==> config.mk <==
export PLATFORM = sky130hd
export DESIGN_NAME = dram_req_arbiter
export DESIGN_NICKNAME = d
export VERILOG_FILES = /design/src/rtl/dram_req_arbiter.sv
export SDC_FILE = /design/constraint.sdc
export NUM_CORES = 1
export LEC_CHECK = 0
export BUFFER_PORTS_ARGS = -buffer_cell sky130_fd_sc_hd__buf_2
export CAP_MARGIN = 20
export CORE_AREA = 2 2 381 383
export DETAILED_ROUTE_END_ITERATION = 12
export DIE_AREA = 0 0 383 385
export HOLD_SLACK_MARGIN = 0.1
export PLACE_DENSITY_LB_ADDON = 0.2
export SLEW_MARGIN = 20
export SYNTH_ARGS = -nofsm -noshare
export SYNTH_HDL_FRONTEND = slang
export SYNTH_SLANG_ARGS = --single-unit
==> constraint.sdc <==
create_clock -name clk -period 3 [get_ports clk]
set_clock_uncertainty 0.05 [all_clocks]
set_input_delay 0 -clock clk [delete_from_list [all_inputs] [get_ports clk]]
set_output_delay 0 -clock clk [all_outputs]
set_load 0.01 [all_outputs]
==> src/rtl/dram_req_arbiter.sv <==
// dram_req_arbiter
// Shares one DRAM request controller (address FIFO, write-data FIFO and
// read-data FIFO) among three masters: 0 = graphics command fetch,
// 1 = frame filler, 2 = line engine. Whole transactions are granted
// round-robin. A read is one address push. A write is one address push
// followed by two 128-bit data beats. Every read returns two data beats.
// A small tag FIFO records which master issued each outstanding read, so
// that the returned beats are steered back to that master.
module dram_req_arbiter #(
  parameter int MAX_RD = 4,
  parameter int ADDR_W = 31
) (
  input  logic                  clk,
  input  logic                  rst,
  // master side
  input  logic [2:0]            req_valid,
  input  logic [2:0]            req_write,
  input  logic [3*ADDR_W-1:0]   req_addr,
  input  logic [383:0]          req_wdata,
  input  logic [47:0]           req_wmask,
  output logic [2:0]            req_beat_ack,
  output logic [2:0]            req_done,
  output logic [2:0]            rd_valid,
  output logic [127:0]          rd_data,
  // address FIFO
  input  logic                  af_full,
  output logic                  af_wr_en,
  output logic [2:0]            af_cmd_din,
  output logic [ADDR_W-1:0]     af_addr_din,
  // write-data FIFO
  input  logic                  wdf_full,
  output logic                  wdf_wr_en,
  output logic [127:0]          wdf_din,
  output logic [15:0]           wdf_mask_din,
  // read-data FIFO
  input  logic                  rdf_valid,
  input  logic [127:0]          rdf_dout,
  output logic                  rdf_rd_en
);

  // Counter holds 0..MAX_RD inclusive; the tag FIFO holds exactly MAX_RD
  // entries, so the outstanding count doubles as its occupancy.
  localparam int CNT_W = $clog2(MAX_RD + 1);
  localparam int PTR_W = (MAX_RD > 1) ? $clog2(MAX_RD) : 1;

  localparam logic [2:0] CMD_WRITE = 3'b000;
  localparam logic [2:0] CMD_READ  = 3'b001;

  typedef enum logic [1:0] {
    IDLE = 2'd0,
    ADDR = 2'd1,
    WD0  = 2'd2,
    WD1  = 2'd3
  } state_t;

  // Next master in the wrap-around search order 0 -> 1 -> 2 -> 0.
  function automatic logic [1:0] rr_next(input logic [1:0] idx);
    logic [1:0] nxt;
    case (idx)
      2'd0:    nxt = 2'd1;
      2'd1:    nxt = 2'd2;
      default: nxt = 2'd0;
    endcase
    return nxt;
  endfunction

  // One-hot select for a master index; an invalid index selects nothing.
  function automatic logic [2:0] onehot3(input logic [1:0] idx);
    logic [2:0] oh;
    case (idx)
      2'd0:    oh = 3'b001;
      2'd1:    oh = 3'b010;
      2'd2:    oh = 3'b100;
      default: oh = 3'b000;
    endcase
    return oh;
  endfunction

  // Tag FIFO pointer advance, wrapping after the last entry.
  function automatic logic [PTR_W-1:0] ptr_inc(input logic [PTR_W-1:0] p);
    logic [PTR_W-1:0] nxt;
    if (p == PTR_W'(MAX_RD - 1)) begin
      nxt = '0;
    end else begin
      nxt = p + PTR_W'(1);
    end
    return nxt;
  endfunction

  state_t             state_q, state_d;
  logic [1:0]         grant_q, grant_d;
  logic [1:0]         last_q, last_d;
  logic [CNT_W-1:0]   outstanding_q, outstanding_d;
  logic [PTR_W-1:0]   tag_wr_ptr_q, tag_wr_ptr_d;
  logic [PTR_W-1:0]   tag_rd_ptr_q, tag_rd_ptr_d;
  logic               beat_q, beat_d;
  logic [1:0]         tag_mem_q [MAX_RD];
  logic [1:0]         tag_mem_d [MAX_RD];

  // Signals of the currently granted master.
  logic               g_write;
  logic [ADDR_W-1:0]  g_addr;
  logic [127:0]       g_wdata;
  logic [15:0]        g_wmask;
  logic [2:0]         grant_oh;

  // Round-robin search candidates in priority order.
  logic [1:0]         cand0, cand1, cand2;

  // Tag FIFO traffic for this cycle.
  logic               rd_push;
  logic               rd_pop;
  logic               tag_nonempty;
  logic [1:0]         tag_head;

  // Select the request fields of the granted master.
  always_comb begin
    g_write = 1'b0;
    g_addr  = '0;
    g_wdata = '0;
    g_wmask = '0;
    case (grant_q)
      2'd0: begin
        g_write = req_write[0];
        g_addr  = req_addr[0 +: ADDR_W];
        g_wdata = req_wdata[0 +: 128];
        g_wmask = req_wmask[0 +: 16];
      end
      2'd1: begin
        g_write = req_write[1];
        g_addr  = req_addr[ADDR_W +: ADDR_W];
        g_wdata = req_wdata[128 +: 128];
        g_wmask = req_wmask[16 +: 16];
      end
      default: begin
        g_write = req_write[2];
        g_addr  = req_addr[2*ADDR_W +: ADDR_W];
        g_wdata = req_wdata[256 +: 128];
        g_wmask = req_wmask[32 +: 16];
      end
    endcase
  end

  assign grant_oh     = onehot3(grant_q);
  assign af_addr_din  = g_addr;
  assign af_cmd_din   = g_write ? CMD_WRITE : CMD_READ;
  assign wdf_din      = g_wdata;
  assign wdf_mask_din = g_wmask;

  // Grant FSM: round-robin pick in IDLE, address push, then two write beats.
  always_comb begin
    state_d      = state_q;
    grant_d      = grant_q;
    last_d       = last_q;
    af_wr_en     = 1'b0;
    wdf_wr_en    = 1'b0;
    req_beat_ack = 3'b000;
    req_done     = 3'b000;
    rd_push      = 1'b0;
    cand0        = rr_next(last_q);
    cand1        = rr_next(cand0);
    cand2        = last_q;
    case (state_q)
      IDLE: begin
        if (req_valid[cand0]) begin
          grant_d = cand0;
          last_d  = cand0;
          state_d = ADDR;
        end else if (req_valid[cand1]) begin
          grant_d = cand1;
          last_d  = cand1;
          state_d = ADDR;
        end else if (req_valid[cand2]) begin
          grant_d = cand2;
          last_d  = cand2;
          state_d = ADDR;
        end else begin
          state_d = IDLE;
        end
      end
      ADDR: begin
        // Reads are held back once MAX_RD are in flight; writes never are.
        if (!af_full && (g_write || (outstanding_q < CNT_W'(MAX_RD)))) begin
          af_wr_en = 1'b1;
          if (g_write) begin
            state_d = WD0;
          end else begin
            req_done = grant_oh;
            rd_push  = 1'b1;
            state_d  = IDLE;
          end
        end else begin
          state_d = ADDR;
        end
      end
      WD0: begin
        if (!wdf_full) begin
          wdf_wr_en    = 1'b1;
          req_beat_ack = grant_oh;
          state_d      = WD1;
        end else begin
          state_d = WD0;
        end
      end
      WD1: begin
        if (!wdf_full) begin
          wdf_wr_en    = 1'b1;
          req_beat_ack = grant_oh;
          req_done     = grant_oh;
          state_d      = IDLE;
        end else begin
          state_d = WD1;
        end
      end
      default: begin
        state_d = IDLE;
      end
    endcase
  end

  // Read return: pop a beat whenever an owner is known, steer it by tag.
  always_comb begin
    tag_nonempty = (outstanding_q != '0);
    tag_head     = tag_mem_q[tag_rd_ptr_q];
    rdf_rd_en    = rdf_valid && tag_nonempty;
    rd_data      = rdf_dout;
    if (rdf_rd_en) begin
      rd_valid = onehot3(tag_head);
      beat_d   = ~beat_q;
    end else begin
      rd_valid = 3'b000;
      beat_d   = beat_q;
    end
    // The second beat of a read retires its tag.
    rd_pop = rdf_rd_en && beat_q;
  end

  // Tag FIFO bookkeeping and outstanding-read count.
  always_comb begin
    tag_mem_d = tag_mem_q;
    if (rd_push) begin
      tag_mem_d[tag_wr_ptr_q] = grant_q;
      tag_wr_ptr_d            = ptr_inc(tag_wr_ptr_q);
    end else begin
      tag_wr_ptr_d = tag_wr_ptr_q;
    end
    if (rd_pop) begin
      tag_rd_ptr_d = ptr_inc(tag_rd_ptr_q);
    end else begin
      tag_rd_ptr_d = tag_rd_ptr_q;
    end
    // A push and a retire in the same cycle cancel out.
    case ({rd_push, rd_pop})
      2'b10:   outstanding_d = outstanding_q + CNT_W'(1);
      2'b01:   outstanding_d = outstanding_q - CNT_W'(1);
      default: outstanding_d = outstanding_q;
    endcase
  end

  // Control state registers with synchronous reset; last = 2 so master 0 wins first.
  always_ff @(posedge clk) begin
    if (rst) begin
      state_q       <= IDLE;
      grant_q       <= 2'd0;
      last_q        <= 2'd2;
      outstanding_q <= '0;
      tag_wr_ptr_q  <= '0;
      tag_rd_ptr_q  <= '0;
      beat_q        <= 1'b0;
    end else begin
      state_q       <= state_d;
      grant_q       <= grant_d;
      last_q        <= last_d;
      outstanding_q <= outstanding_d;
      tag_wr_ptr_q  <= tag_wr_ptr_d;
      tag_rd_ptr_q  <= tag_rd_ptr_d;
      beat_q        <= beat_d;
    end
  end

  // Tag storage; contents are only read while the occupancy count is non-zero.
  always_ff @(posedge clk) begin
    tag_mem_q <= tag_mem_d;
  end

endmodule

### After elaboration in Yosys (flattened, before gate mapping)

Index checks and enable logic that the tools add are counted.

| word-level totals | value |
|---|---|
| bits in registers | 22 |
| input bits | 664 |
| output and inout bits | 318 |
| logic and storage cells | 106 |

| cells by class | value |
|---|---|
| add/sub/neg operators | 4 |
| magnitude comparators | 7 |
| eq/ne operators | 13 |
| muxes and demuxes | 50 |
| bitwise operators | 3 |
| reduce and logical (&&, ||, !) cells | 18 |

Operator list:

| kind | number |
|---|---|
| $pmux W128 S2 | 1 |
| $pmux W31 S2 | 1 |
| $pmux W16 S2 | 1 |
| $mux W2 | 13 |
| $pmux W3 S3 | 2 |
| $mux W1 | 15 |
| $mux W3 | 5 |
| $eq A2 B2 Y1 const B | 7 |
| $eq A2 B1 Y1 const B | 6 |
| $pmux W3 S2 | 2 |
| $logic_not A2 Y1 | 5 |
| $lt A2 B3 Y1 const B | 3 |
| $bwmux W8 | 1 |
| $pmux W2 S2 | 2 |
| $pmux W2 S4 | 1 |
| $bmux W1 S2 | 3 |
| $ge A3 B3 Y1 const B | 2 |
| $not A2 Y3 | 2 |
| $reduce_bool A3 Y1 | 2 |
| $add A2 B1 Y2 const B | 2 |
| $bmux W2 S2 | 1 |
| $demux W2 S2 | 1 |
| $logic_and A1 B1 Y1 | 4 |
| $reduce_and A2 Y1 | 2 |
| other kinds (10) | 11 |

### Depth between registers and ports, before layout

| depth | value |
|---|---|
| word-level depth | 9 |
| gate-level depth with buffers | 10 |
| mapped depth without buffers | 9 |

### Worst setup path before layout

OpenSTA, ideal clock, no wires.

| timing | value |
|---|---|
| path kind | flip-flop to flip-flop |
| start | register grant_q[0] |
| end | register outstanding_q[2] |
| setup time | 0.071 ns |
| arrival | 2.073 ns |
| required time | 2.879 ns |
| path slack | 0.807 ns |
| stages on the path, launching flop included | 11 |
| path buffers | 1 |
| clock period less this slack | 2.193 ns |
| cell sequence | dfxtp_1 -> buf_2 -> mux2_4 -> o21ai_2 -> nand2_1 -> ha_1 -> inv_1 -> fa_1 -> xor2_1 -> or3_1 -> a21oi_1 |

| between the ends | value |
|---|---|
| cells in the longest elaborated chain, start to end | 8 |
| elaborated cells on any way between the ends | 12 |
| those cells by class | eq/ne: 3; mux: 5; reduce/logical: 4 |

Ends and longest elaborated chain:

| what | RTL line | RTL |
|---|---|---|
| start: declaration | 91 | `logic [1:0] grant_q, grant_d;` |
| start signal: assignment | 272 | `grant_q <= grant_d;` |
| $eq A2 B1 Y1 or $logic_not A2 Y1 (tied branches) | 122 | `case (grant_q)` |
| $pmux W1 S2 * | 122 |  |
| $logic_or A1 B1 Y1 | 183 | `if (!af_full && (g_write \|\| (outstanding_q < CNT_W'(MAX_RD)))) begin` |
| $logic_and A1 B1 Y1 | 183 |  |
| $mux W1 * | 183 |  |
| $mux W1 * | 163 | `case (state_q)` |
| $eq A2 B1 Y1 or $eq A2 B2 Y1 (tied branches) | 253 | `case ({rd_push, rd_pop})` |
| $pmux W3 S2 or $reduce_bool A2 Y1 (tied branches) | n/a |  |
| end signal: assignment | 274 | `outstanding_q <= outstanding_d;` |
| end: declaration | 93 | `logic [CNT_W-1:0] outstanding_q, outstanding_d;` |

Every way passes the cells marked *; elsewhere a longest branch is shown, timed or not.
A chain may end at the register's enable or synchronous reset.

### Worst setup path after layout

| timing | value |
|---|---|
| start | register grant_q[1] |
| end | output wdf_din[89] |

| between the ends | value |
|---|---|
| cells in the longest elaborated chain, start to end | 2 |
| elaborated cells on any way between the ends | 3 |
| those cells by class | eq/ne: 1; mux: 1; reduce/logical: 1 |

Ends and longest elaborated chain:

| what | RTL line | RTL |
|---|---|---|
| $eq A2 B1 Y1 or $logic_not A2 Y1 (tied branches) | 122 |  |
| $pmux W128 S2 * | 122 |  |
| end: declaration | 33 | `output logic [127:0] wdf_din,` |

Marked as above.

==> run_results.csv <==
group,metric,value,unit
floorplan,die_x,383,um
floorplan,core-area,143000,sq um
pwr,cellInternalPower,0.00176,W
clock_network,cts_tree,"built",
yosys,ys_seq_area_share,8.84,%
worst_setup_path,reg2reg_to,"outstanding_q[2]",
yosys,yosys.area.top_type,"mux2i_1",
worst_setup_path,r2r_start,"grant_q[1]",
grt,antenna_found_initial,33,
route,drc,0,
worst_setup_path,critical_path_class,"flip-flop to output pin",
grt,grt_max_degree,191,
worst_setup_path,worstRegToRegCells,9,
cells_and_area,num-fill-cells,16900,
yosys,synth_area,5890,sq um
worst_setup_path,worstSetupStartpoint,"grant_q[1]",
worst_setup_path,critPathCapture,"wdf_din[89]",
timing,rsz0062_at_grt,"false",
timing,tightestPinTransition,0.960,ns
yosys,synth_area_leaders,"mux2i_1, buf_4, o21ai_0",
clock_network,ctsResizeCount,0,
worst_hold_path,hold_path.class,"input pin to flip-flop",
grt,grt_overflow_total,0,
route,wl,54000,um
worst_setup_path,rrSetupSlack,0.64,ns
placement,gp_congestion,0.733,
pwr,swShare,50.8,%
timing,post-route-period-util,82.2,%
worst_setup_path,critPathLaunchType,"flip-flop",
clock_network,clk_pin_slew,0.06,ns
route,drt_first_pass_iters,5,
pwr,p_sw,0.00182,W
cells_and_area,fin_area,12200,sq um
timing,fmax,0.405,GHz
floorplan,row_count,139,
pwr,power_density,293,nW/um^2
timing,setup_violations,0,
floorplan,initial_core_util,4.11,%
worst_setup_path,required,2.95,ns
timing,timing.final.crit_period,2.47,ns
grt,grt_pass1_vias,8101,
pwr,clkPwrFrac,10.9,%
placement,hpwl,46800,um
route,wire_per_inst,15.7,um
pwr,comb_power_share,78.4,%
route,postRouteAntennaNets,0,
yosys,ys_seq_elements,22,
run_status,outcome,"finished, final reports clean",
floorplan,die_area,147000,sq um
worst_setup_path,crit_path_max_fanout,140,
yosys,synth-async-reset-ratio,0,%
yosys,yosysWarnings,0,
yosys,avgSynthCellArea,6.91,sq um
clock_network,clkLatencyLatePin,0.27,ns
route,vias_per_cell,2.50,
clock_network,cts_max_level,1,
route,vias,8587,
placement,placed_area,10800,sq um
floorplan,ios,982,
pwr,p_leak,5.05,nW
cells_and_area,multi_input_area,4050,sq um
cells_and_area,regArea,528,sq um
clock_network,cts_root_buffer,"clkbuf_16",
yosys,synth-edff-count,8,
timing,fin_setup_tns,0,ns
cells_and_area,drive_above_1_share,49.1,%
timing,hold_viol_final,0,
yosys,synth_top_area_share,30.4,%
yosys,yosys_most_used_dff,"dfxtp_1",
run,drv_cap,0,
timing,slew_headroom,36.0,%
worst_hold_path,hold_start,"wdf_full",
worst_setup_path,worstSetupEndpointType,"output pin",
placement,port_buffers,723,
clock_network,clockBufferDepth,2,
yosys,synth_cells,852,
floorplan,die_h,385,um
cells_and_area,syn_to_final_growth,107,%
pwr,ir_drop,0.207,mV
yosys,synth.distinct_cells,50,
route,drtIter0Drc,322,
timing,slew_viol_final,0,
clock_network,post-cts-setup-buffers,0,
cells_and_area,nets,2201,
grt,track_usage,6.54,%
grt,grt_pass1_wl,66900,um
clock_network,cts_sinks,22,
clock_network,cts-buffers-inserted,3,
pwr,pwr-share-seq,10.7,%
worst_setup_path,worstPathArrival,2.42,ns
-- area by class of cell --
class	instances	share of cell area [%]
clock inverter	1	0.246
antenna	9	0.185
tap	1903	19.5
timing repair buffer	866	41.6
clock buffer	3	0.616
sequential	22	4.33
inverter	11	0.339
multi-input combinational	626	33.2
-- metrics by stage --
| step | util [%] | hold slack (ns) | cells | setup slack [ns] | total power (W) |
|---|---|---|---|---|---|
| global placement | 7.52 | -0.0499 | 3297 | 0.550 | 0.00312 |
| CTS | 8.51 | 0.105 | 3432 | 0.544 | 0.00371 |
| finish | 8.52 | 0.0730 | 3441 | 0.533 | 0.00358 |
| global route | 8.52 | 0.127 | 3438 | 0.455 | 0.00390 |
| floorplan | - | 0.0418 | 853 | 0.807 | 0.00180 |
| detailed placement | 7.52 | -0.0499 | 3297 | 0.634 | 0.00310 |
-- worst min-delay path by stage --
stage / endpoint / cells after the start
after floorplan: rd_data[0] / 1
after global placement: rd_data[10] / 0
after detailed placement: rd_data[10] / 0
after CTS: state_q[0] / 3
after global routing: tag_wr_ptr_q[1] / 3
final: state_q[0] / 3
-- synth_stat cells (2+ instances only) --
library cell and n:
inv_1 11, nand4_1 2, and3_1 4, nand3_1 3, nand2_1 179, ha_1 6, a311oi_1 2, buf_2 38
o31ai_1 2, o21ai_0 179, or3_1 3, clkbuf_1 22, nor3b_1 4, a21oi_1 5, buf_4 134, mux4_2 2
xor2_1 3, edfxtp_1 8, dfxtp_1 14, or2_2 2, nand2b_1 6, nor3_1 5, mux2i_1 179, nor2b_1 3
nor2_1 11
-- metal layers --
| metal | global-route usage, % | share of wire (%) | vias to the layer above |
|---|---|---|---|
| met5 | 0 | 0.24 | - |
| met4 | 1.32 | 1.9 | 18 |
| met3 | 1.70 | 7.9 | 67 |
| met2 | 12.3 | 53 | 512 |
| met1 | 7.36 | 37 | 3805 |
| li1 | - | - | 4185 |
-- sequential cells by signal, indices dropped and copies added, names as in the netlist --
name and count:
tag_mem_q 8, outstanding_q 3, cand2 2, grant_q 2
state_q 2, tag_rd_ptr_q 2, tag_wr_ptr_q 2, beat_q 1
-- what timing repair did --
| action | 4_1_cts | 5_1_grt |
|---|---|---|
| endpoints found under the hold margin | 136 | 0 |
| hold buffers | 131 | 0 |
| setup endpoints to repair | 0 | 0 |
-- placed cells by master, fill, tap and decap left out, types with 3 or more instances in the layout --
cell type | synthesis | layout
buf_2 | 38 | 723
mux2i_1 | 179 | 179
nand2_1 | 179 | 179
o21ai_0 | 179 | 179
dlygate4sd3_1 | 0 | 131
dfxtp_1 | 14 | 12
inv_1 | 11 | 11
nor2_1 | 11 | 11
diode_2 | 0 | 9
buf_4 | 134 | 8
edfxtp_1 | 8 | 8
nand2b_1 | 6 | 6
ha_1 | 6 | 6
nor3_1 | 5 | 5
a21oi_1 | 5 | 5
and3_1 | 4 | 4
nor3b_1 | 4 | 4
buf_12 | 0 | 4
xor2_1 | 3 | 3
or3_1 | 3 | 3
nand3_1 | 3 | 3
nor2b_1 | 3 | 3
clkbuf_16 | 0 | 3
-- kinds of logic (layout without fill, tap and decap cells) --
group | count (synthesis) | after routing | synth area share [%]
AOI/OAI and AO/OA | 204 | 204 | 18.5
xor gates and xnor gates | 3 | 3 | 0.447
adders and majority gates | 7 | 7 | 1.62
buffers and inverters | 205 | 881 | 22.4
DFF | 22 | 22 | 8.84
muxes | 182 | 182 | 31.5
other | 1 | 11 | 0.0637
and+or+nand+nor | 228 | 228 | 16.6
-- power by group through the flow --
stage                     clock (W)  sequential [W]  combinational [W]
after global placement            0        0.000391            0.00273
after CTS                  0.000401        0.000383            0.00293
after global routing       0.000411        0.000388            0.00310
after floorplan                   0        0.000355            0.00144
final                      0.000389        0.000383            0.00280
after detailed placement          0        0.000390            0.00271
-- worst max-delay path, cell delays in order, from the launching register on --
cell and delay (ns):
dfxtp_4 0.47, buf_12 0.22, o21ai_0 0.75, buf_2 0.37
(Power assumes the default switching activity.)
